**src/rtl/ip_bus_pkg.sv**
```systemverilog
// Shared definitions for CPU bus controllers: WAIT FSM states, idle read value,
// and the width helper for a flat slave index (memory pages first, then I/O windows).
package ip_bus_pkg;

    typedef enum logic [1:0] {
        ST_IDLE = 2'd0,
        ST_WAIT = 2'd1,
        ST_DONE = 2'd2
    } bus_state_e;

    localparam logic [7:0] RDATA_IDLE = 8'hFF;

    function automatic int unsigned slave_idx_w(input int unsigned n);
        return (n <= 1) ? 1 : $clog2(n);
    endfunction

endpackage

```
**src/rtl/ip_clken_div.sv**
```systemverilog
// CPU clock-enable divider: one single-cycle pulse every CPU_DIV clocks,
// restarted from zero while cpu_hold is high.
module ip_clken_div #(
    parameter int unsigned CPU_DIV = 2
) (
    input  logic clk,
    input  logic reset,
    input  logic cpu_hold,
    output logic cpu_enable
);

    localparam int unsigned CW = (CPU_DIV <= 1) ? 1 : $clog2(CPU_DIV);
    localparam logic [CW-1:0] LAST = CW'(CPU_DIV - 1);

    logic [CW-1:0] cnt_q;
    logic [CW-1:0] cnt_d;

    always_comb begin
        cnt_d = cnt_q + CW'(1);
        if (cpu_hold || cnt_q == LAST) begin
            cnt_d = '0;
        end
    end

    always_ff @(posedge clk) begin
        if (reset) begin
            cnt_q <= '0;
        end else begin
            cnt_q <= cnt_d;
        end
    end

    // Gated by reset too, so CPU_DIV=1 does not pulse while in reset.
    assign cpu_enable = !reset && !cpu_hold && (cnt_q == LAST);

endmodule

```
**src/rtl/ip_z80_busctrl.sv**
```systemverilog
// Z80 bus controller: clock-enable divider, page / I/O window chip selects,
// registered read-data capture, and WAIT insertion for slow slaves with timeout.
module ip_z80_busctrl
    import ip_bus_pkg::*;
#(
    parameter int unsigned CPU_DIV      = 2,
    parameter int unsigned PAGE_BITS    = 2,
    parameter int unsigned NUM_IO       = 4,
    parameter logic [7:0]  IO_BASE      = 8'h10,
    parameter int unsigned IO_SIZE_LOG2 = 2,
    parameter logic [(1 << PAGE_BITS) + NUM_IO - 1:0] SLOW_MASK = '0,
    parameter int unsigned WAIT_TIMEOUT = 255
) (
    input  logic                           clk,
    input  logic                           reset,
    input  logic                           cpu_hold,
    output logic                           cpu_enable,
    input  logic [15:0]                    a,
    input  logic                           mreq_n,
    input  logic                           iorq_n,
    input  logic                           m1_n,
    input  logic                           rd_n,
    input  logic                           wr_n,
    output logic                           wait_n,
    output logic [7:0]                     cpu_rdata,
    output logic [(1 << PAGE_BITS)-1:0]    mem_cs_n,
    output logic [NUM_IO-1:0]              io_cs_n,
    input  logic [8*(1 << PAGE_BITS)-1:0]  mem_rdata,
    input  logic [(1 << PAGE_BITS)-1:0]    mem_rdata_en,
    input  logic [8*NUM_IO-1:0]            io_rdata,
    input  logic [NUM_IO-1:0]              io_rdata_en,
    output logic                           timeout_err,
    output logic [1:0]                     dbg_state
);

    localparam int unsigned NUM_PAGES = 1 << PAGE_BITS;
    localparam int unsigned NUM_SLV   = NUM_PAGES + NUM_IO;
    localparam int unsigned SW        = slave_idx_w(NUM_SLV);
    localparam int          IO_SIZE   = 1 << IO_SIZE_LOG2;
    localparam logic [7:0]  TMO_LAST  = 8'(WAIT_TIMEOUT - 1);

    ip_clken_div #(.CPU_DIV(CPU_DIV)) u_div (
        .clk        (clk),
        .reset      (reset),
        .cpu_hold   (cpu_hold),
        .cpu_enable (cpu_enable)
    );

    logic [PAGE_BITS-1:0] page;
    logic [NUM_IO-1:0]    io_hit;
    assign page = a[15 -: PAGE_BITS];

    for (genvar p = 0; p < NUM_PAGES; p++) begin : g_page
        assign mem_cs_n[p] = (page == PAGE_BITS'(p)) ? mreq_n : 1'b1;
    end

    // Window bounds are compared in 32-bit space so ports past 8'hFF never alias.
    for (genvar i = 0; i < NUM_IO; i++) begin : g_io
        localparam int LO = int'(IO_BASE) + i * IO_SIZE;
        localparam int HI = LO + IO_SIZE;
        assign io_hit[i]  = (int'(a[7:0]) >= LO) && (int'(a[7:0]) < HI);
        assign io_cs_n[i] = !(io_hit[i] && !iorq_n && m1_n);
    end

    logic [NUM_SLV-1:0]   all_en;
    logic [8*NUM_SLV-1:0] all_data;
    assign all_en   = {io_rdata_en, mem_rdata_en};
    assign all_data = {io_rdata, mem_rdata};

    logic          sel_valid;
    logic [SW-1:0] sel_idx;
    logic          sel_slow;
    logic          sel_en;

    always_comb begin
        sel_valid = 1'b0;
        sel_idx   = '0;
        if (!mreq_n) begin
            sel_valid = 1'b1;
            sel_idx   = SW'(page);
        end else if (!iorq_n && m1_n) begin
            for (int i = NUM_IO - 1; i >= 0; i--) begin
                if (io_hit[i]) begin
                    sel_valid = 1'b1;
                    sel_idx   = SW'(NUM_PAGES + i);
                end
            end
        end
    end

    assign sel_slow = sel_valid && SLOW_MASK[sel_idx];
    assign sel_en   = sel_valid && all_en[sel_idx];

    // Lowest-index valid wins; later ones overwrite going downward.
    logic       cap_hit;
    logic [7:0] cap_data;

    always_comb begin
        cap_hit  = 1'b0;
        cap_data = RDATA_IDLE;
        for (int s = NUM_SLV - 1; s >= 0; s--) begin
            if (all_en[s]) begin
                cap_hit  = 1'b1;
                cap_data = all_data[8*s +: 8];
            end
        end
    end

    bus_state_e state_q;
    logic       wait_n_q;
    logic [7:0] tmo_cnt_q;
    logic       timeout_err_q;
    logic [7:0] rdata_q;

    always_ff @(posedge clk) begin
        if (reset) begin
            state_q       <= ST_IDLE;
            wait_n_q      <= 1'b1;
            tmo_cnt_q     <= '0;
            timeout_err_q <= 1'b0;
            rdata_q       <= RDATA_IDLE;
        end else begin
            if (cap_hit) begin
                rdata_q <= cap_data;
            end else if (rd_n) begin
                rdata_q <= RDATA_IDLE;
            end
            case (state_q)
                ST_IDLE: begin
                    // Data already present on the first cycle needs no wait state.
                    if (!rd_n && sel_slow) begin
                        if (sel_en) begin
                            state_q <= ST_DONE;
                        end else begin
                            state_q   <= ST_WAIT;
                            wait_n_q  <= 1'b0;
                            tmo_cnt_q <= '0;
                        end
                    end
                end
                ST_WAIT: begin
                    tmo_cnt_q <= tmo_cnt_q + 8'd1;
                    if (rd_n) begin
                        state_q  <= ST_IDLE;
                        wait_n_q <= 1'b1;
                    end else if (sel_en) begin
                        state_q  <= ST_DONE;
                        wait_n_q <= 1'b1;
                    end else if (tmo_cnt_q == TMO_LAST) begin
                        state_q       <= ST_DONE;
                        wait_n_q      <= 1'b1;
                        timeout_err_q <= 1'b1;
                        rdata_q       <= RDATA_IDLE;
                    end
                end
                ST_DONE: begin
                    if (rd_n) begin
                        state_q <= ST_IDLE;
                    end
                end
                default: state_q <= ST_IDLE;
            endcase
        end
    end

    assign wait_n      = wait_n_q;
    assign cpu_rdata   = rdata_q;
    assign timeout_err = timeout_err_q;
    assign dbg_state   = state_q;

    // Writes never wait, and only part of the address feeds the decode.
    logic unused_bits;
    assign unused_bits = ^{a, wr_n};

endmodule

```
**config.mk**
```make
export PLATFORM = sky130hd
export DESIGN_NAME = ip_z80_busctrl
export DESIGN_NICKNAME = d
export VERILOG_FILES = /design/src/rtl/ip_bus_pkg.sv /design/src/rtl/ip_clken_div.sv /design/src/rtl/ip_z80_busctrl.sv
export SDC_FILE = /design/constraint.sdc
export NUM_CORES = 1
export LEC_CHECK = 0
export BUFFER_PORTS_ARGS = -buffer_cell sky130_fd_sc_hd__buf_2
export CORE_ASPECT_RATIO = 0.8
export CORE_MARGIN = 1
export CORE_UTILIZATION = 38
export CTS_BUF_LIST = sky130_fd_sc_hd__clkbuf_8 sky130_fd_sc_hd__clkbuf_16
export DETAILED_ROUTE_END_ITERATION = 7
export MAX_ROUTING_LAYER = met4
export PLACE_DENSITY = 0.77
export SETUP_SLACK_MARGIN = 0.1
export SLEW_MARGIN = 20
export SYNTH_ARGS = -nofsm -noshare
export SYNTH_HDL_FRONTEND = slang
export SYNTH_HIERARCHICAL = 1
export SYNTH_SLANG_ARGS = --single-unit
```
**constraint.sdc**
```tcl
create_clock -name clk -period 1.2 [get_ports clk]
set_input_delay 0.12 -clock clk [delete_from_list [all_inputs] [get_ports clk]]
set_output_delay 0.12 -clock clk [all_outputs]
set_load 0.005 [all_outputs]
```
# == After elaboration in Yosys (flattened, before gate mapping) ==
# Memory sizes are Yosys's and may differ from the RTL's.
# Index checks and enable logic that the tools add are counted.
# classes
n_mux,57
n_eq_ne,10
bitwise_logic,2
n_div,0
mul,0
reduce_logical,35
n_addsub,2
n_shift,0
n_lt_le_gt_ge,9
# op_table
operator,n
8-bit 2-to-1 mux,16
"8-bit by 5-bit >= comparator with 1-bit output, second input constant",4
1-bit 2-to-1 mux,25
"8-bit by 5-bit less-than comparator with 1-bit output, second input constant",3
1-bit logical AND,18
3-bit 2-to-1 mux,6
8-bit case mux with 2 select lines,1
2-bit 2-to-1 mux,6
"8-bit by 1-bit adder with 8-bit output, second input constant",1
"8-bit == test, second input constant",1
1-bit zero test,8
"8-bit by 6-bit less-than comparator with 1-bit output, second input constant",1
4-bit AND reduction,2
"2-bit == test, second input constant",3
"2-bit inequality test, second input constant",3
2-bit case mux with 3 select lines,1
3-bit AND reduction,2
"2-bit by 1-bit == test with 1-bit output, second input constant",2
2-bit zero test,2
"3-bit by 4-bit less-than comparator with 1-bit output, second input constant",1
"4-bit inequality test, second input constant",1
1-bit binary-select mux with 3-bit select,1
1-bit NOT,2
1-bit case mux with 2 select lines,1
4 further kinds,4
# totals
mem_bits_ro,8
out_inout_bits,21
input_bits,96
regBits,21
word_cells,122
latch_bits,0
memories,1
ramBits,0
# mem_list
name,depth,width,read_ports,rd_clocked_by_memory_dff,write_ports,line_no,text
(name not given),8,1,1,0,0,ip_z80_busctrl.sv:91,assign sel_slow = sel_valid && SLOW_MASK[sel_idx];

# == Logic depth before layout (Yosys ltp) ==
# logic_depth
depth_word,14
mapped_depth,6
depth_no_buf,5

# == Hierarchy ==
# The synthesis kept the hierarchy.
# by_module_without_submodules
mod,seq_area_each_um2,cells_each,area_per_inst_um2,n_inst
ip_z80_busctrl,400.4,205,1657.8,1
ip_clken_div,20.0,3,42.5,1

# == Least setup slack after synthesis ==
# No wires, ideal clock.
# synth_path
kind,reg2reg
from,reg tmo_cnt_q[0]
to,reg rdata_q[0] (netlist: cpu_rdata[0])
path_stages_with_launch,6
t_arrival_ns,1.240
setup_ns,0.138
path_slack_ns,-0.178
period_less_slack_ns,1.378
cell_sequence,dfxtp_1 -> inv_1 -> ha_1 -> and4_1 -> a41oi_2 -> o21ai_0
# synth_via
elab_chain_cells,5
# synth_rtl
element,line_no,text
start: declaration,ip_z80_busctrl.sv:111,logic [7:0] tmo_cnt_q;
start signal: assignment,ip_z80_busctrl.sv:142,tmo_cnt_q <= tmo_cnt_q + 8'd1;
8-bit == test,ip_z80_busctrl.sv:149,end else if (tmo_cnt_q == TMO_LAST) begin
8-bit 2-to-1 mux,ip_z80_busctrl.sv:149,
8-bit 2-to-1 mux,ip_z80_busctrl.sv:146,end else if (sel_en) begin
8-bit 2-to-1 mux,ip_z80_busctrl.sv:143,if (rd_n) begin
8-bit 2-to-1 mux,ip_z80_busctrl.sv:128,case (state_q)
end signal: assignment,ip_z80_busctrl.sv:124,rdata_q <= cap_data;
end: declaration,ip_z80_busctrl.sv:113,logic [7:0] rdata_q;
# Every way passes these cells.
# A chain may end at the register's enable or synchronous reset.

# == Worst setup path in the final report ==
# layout_path
from,in a[5]
to,out io_cs_n[0]
# layout_via
elab_chain_cells,5
# layout_rtl
element,line_no,text
start: declaration,ip_z80_busctrl.sv:18,"input logic [15:0] a,"
8-bit by 5-bit >= comparator with 1-bit output / 8-bit by 5-bit less-than comparator with 1-bit output (equally long branches),ip_z80_busctrl.sv:61,assign io_hit[i] = (int'(a[7:0]) >= LO) && (int'(a[7:0]) < HI);
1-bit logical AND *,ip_z80_busctrl.sv:61,
1-bit logical AND * (2 in series),ip_z80_busctrl.sv:62,assign io_cs_n[i] = !(io_hit[i] && !iorq_n && m1_n);
1-bit zero test *,ip_z80_busctrl.sv:62,
end: declaration,ip_z80_busctrl.sv:27,"output logic [NUM_IO-1:0] io_cs_n,"
# Mark *: on every way between the ends. The rest lies on a longest branch, timed or not.

==> impl_metrics.toml <==
[die]
core-area_um2 = 4230
die_w_um = 76.8
dieArea_um2 = 4750
row_count = 21
ios = 117
die_h_um = 61.8
initial_core_util_pct = 40.2

[cts]
clkSinkCount = 21
clk_latency_ns = 0.26
clkTransAtPathRegs_ns = 0.08
clockRootBuffer = "clkbuf_8"
cts_max_path_buffers = 2
cts_buffers = 3
htree_levels = 1
cts_tree = "yes"
hold_buffers = 0

[power]
power_switching_mw = 0.516
p_sw_share_pct = 29.0
clkPwrFrac_pct = 26.2
comb_power_share_pct = 32.9
seq_power_share_pct = 41.0
vdd_drop_max_v = 0.000382
power_leakage_nw = 1.24
p_int_mw = 1.26
power.density_nw_per_um2 = 634

[routing]
ant_nets = 0
viasPerCell = 5.37
wirelength_mm = 5.92
drt-pass1-iter-count = 6
wl_per_cell_um = 14.5
drt_iter0_drc = 92
num_vias = 2185
route.detailed.drc = 0

[sta]
drv_slew = 0
whs_ns = 0.0419
fin_worst_skew_ns = 0.00221
rsz0062_at_grt = "yes"
hold_viol = 0
min_period_ns = 1.25
worst_slack_ns = -0.0453
slew-limit-headroom_pct = 67.9
max_slew.worst_pin.slew_ns = 0.476
setup_violations = 10
fmax_mhz = 803
post-route-period-util_pct = 104

[worst_setup_path]
reg2reg_depth = 5
cp-start-kind = "input port"
critPathRequiredTime_ns = 1.08
worstSetupPathType = "in2out"
r2r_setup_slack_ns = -0.04
rr_startpoint = "tmo_cnt_q[4]"
r2r_end = "cpu_rdata[7]"
critical_path_arrival_ns = 1.13
crit_fanout = 2
end_kind = "output pin"

[hold_path]
hold_start = "cpu_hold"
whs_path_depth = 2
hold_class = "in2reg"
hold_path_end = "u_div/cnt_q"

[layout]
n_fill_cell = 349
fin_area_um2 = 2810
drive_above_1_share_pct = 56.3
syn2layout_area_growth_pct = 65.0
num_antenna_cells = 0
nNetsFinal = 449

[synthesis]
synth_area_um2 = 1700
async_reset_ff_share_pct = 0
yosys-top-cells-area = "dfxtp_1 (25%), nor3b_1 (8.4%), nor2b_1 (6.3%)"
syn_inst = 208
synthMuxAreaShare_pct = 2.65
synth_top_family_by_area = "simple AND/OR/NAND/NOR gates"
synth_xor_area_share_pct = 3.61
synth.avg_cell_area_um2 = 8.17
synth_edf_count = 0
synth_top_area_cell = "dfxtp_1"
synth_cell_types = 46
synthSimpleGateAreaFrac_pct = 35.2
synth-seq-cells = 21
synth_adder_area_share_pct = 1.47
ys_seq_area_share_pct = 24.7
ys_dominant_reg_cell = "dfxtp_1"
synth-compound-area-share_pct = 25.2
synth.top_cell.area_share_pct = 24.7
synth_nets = 306
yosys_warnings = 6

[grt]
grt_overflow = 0
grt_pass1_vias = 1957
grt_first_pass_wirelength_mm = 8.74
antenna_found_initial = 0
grtUsageTotal_pct = 24.2
grt_max_degree = 16

[placement]
dp_hpwl_mm = 4.66
placed_area_um2 = 2580
gp_congestion = 0.878
io_buffers = 107

[status]
status = "finished, violations left"
violations = "negative setup slack"

[flow_run]
drv_cap = 0
## placed cells by master, fill, tap and decap left out, types with 3 or more instances in the layout
cell type and count:
a22o_1 3, buf_4 39, dfxtp_1 13, o21ai_0 6
nand2_1 8, nor3b_1 18, nor3_1 6, clkbuf_8 3
dfxtp_2 6, a222oi_1 5, nor2b_1 15, inv_1 14
o221a_2 3, buf_6 4, xor2_1 6, o311ai_0 3
nor2_1 19, buf_2 105, o21ai_2 3, o31ai_2 4
a211oi_1 4, a221oi_1 10, nand4_1 5, o22ai_1 3
## power groups by stage
| stage | clock network (mW) | logic (mW) | registers [mW] |
|---|---|---|---|
| 2_1_floorplan | 0 | 0.243 | 0.749 |
| 6_report | 0.465 | 0.584 | 0.729 |
| 3_3_place_gp | 0 | 0.535 | 0.749 |
| 4_1_cts | 0.478 | 0.552 | 0.733 |
| 5_1_grt | 0.508 | 0.635 | 0.732 |
| 3_5_place_dp | 0 | 0.544 | 0.749 |
## layer usage
layer / part of all wire, % / vias to the layer above / global-route usage, % / routed length (um)
met5: 0 / - / - / 0
met4: 0.14 / 0 / 3.02 / 8
met3: 6.9 / 2 / 4.96 / 411
met2: 48 / 96 / 42.7 / 2850
met1: 45 / 1008 / 29.8 / 2650
li1: - / 1079 / - / -
## critical path, cell delays in order
cell and delay, ns:
buf_6 0.10, nor4b_4 0.28, buf_4 0.16, nand2_2 0.05, or3_1 0.29, buf_2 0.13
## Yosys cell counts, types with 4 or more instances
master,instances
dfxtp_1,21
nor3_1,6
o21ai_0,9
nor2b_1,17
xor2_1,6
nand2_1,9
a211oi_1,4
o31ai_1,5
a222oi_1,5
clkbuf_1,7
nand4_1,5
nor2_1,19
nand3_1,4
a221oi_1,11
nor3b_1,19
inv_1,14
## area by class of cell
type	count	area, um^2	area share [%]
clock inverters	1	3.75	0.134
clock buffers	3	41.3	1.47
inverters	14	52.6	1.87
flip-flops and latches	21	435	15.5
multi-input cells	161	1300	46.3
well taps	57	71.3	2.54
repair buffers	150	903	32.2
## metrics by stage
step	std cells	util [%]	total power, mW	setup TNS, ns	worst slack [ns]
2_1_floorplan	208	-	0.992	-0.435	-0.0695
4_1_cts	403	62.9	1.76	-0.800	-0.0994
3_3_place_gp	398	61.1	1.28	-2.02	-0.189
6_report	407	66.3	1.78	-0.199	-0.0453
3_5_place_dp	398	61.1	1.29	-2.22	-0.265
5_1_grt	407	66.3	1.87	-0.761	-0.0873
## worst max-delay path by stage
stage | cells past startpoint | endpoint | from
6_report | 6 | io_cs_n[0] | a[5]
3_5_place_dp | 5 | cpu_rdata[7] | io_rdata_en[0]
5_1_grt | 6 | cpu_rdata[2] | tmo_cnt_q[0]
3_3_place_gp | 5 | cpu_rdata[2] | a[7]
4_1_cts | 4 | cpu_rdata[7] | tmo_cnt_q[4]
2_1_floorplan | 5 | wait_n | io_rdata_en[2]
## state kept, by name, summed over array words and instances, names as in the netlist
name and cells:
dbg_state 2, timeout_err 1, u_div/cnt_q 1, cpu_rdata 8, tmo_cnt_q 8, wait_n 1
## kinds of logic (layout without fill, tap and decap cells)
logic type,Yosys count,after routing
DFF,21,21
xor gates and xnor gates,7,7
AOI/OAI and AO/OA,52,52
and+or+nand+nor,97,97
buffers and inverters,26,168
muxes,3,3
adders and majority gates,2,2
## timing repair
action,CTS,global route
cloned,0,0
endpoints found under the hold margin,0,0
pin swaps,12,10
endpoints found under the setup margin,19,22
resized for setup,7,25
buffers inserted,1,4
Note: power is estimated with default switching activity, not from simulation.
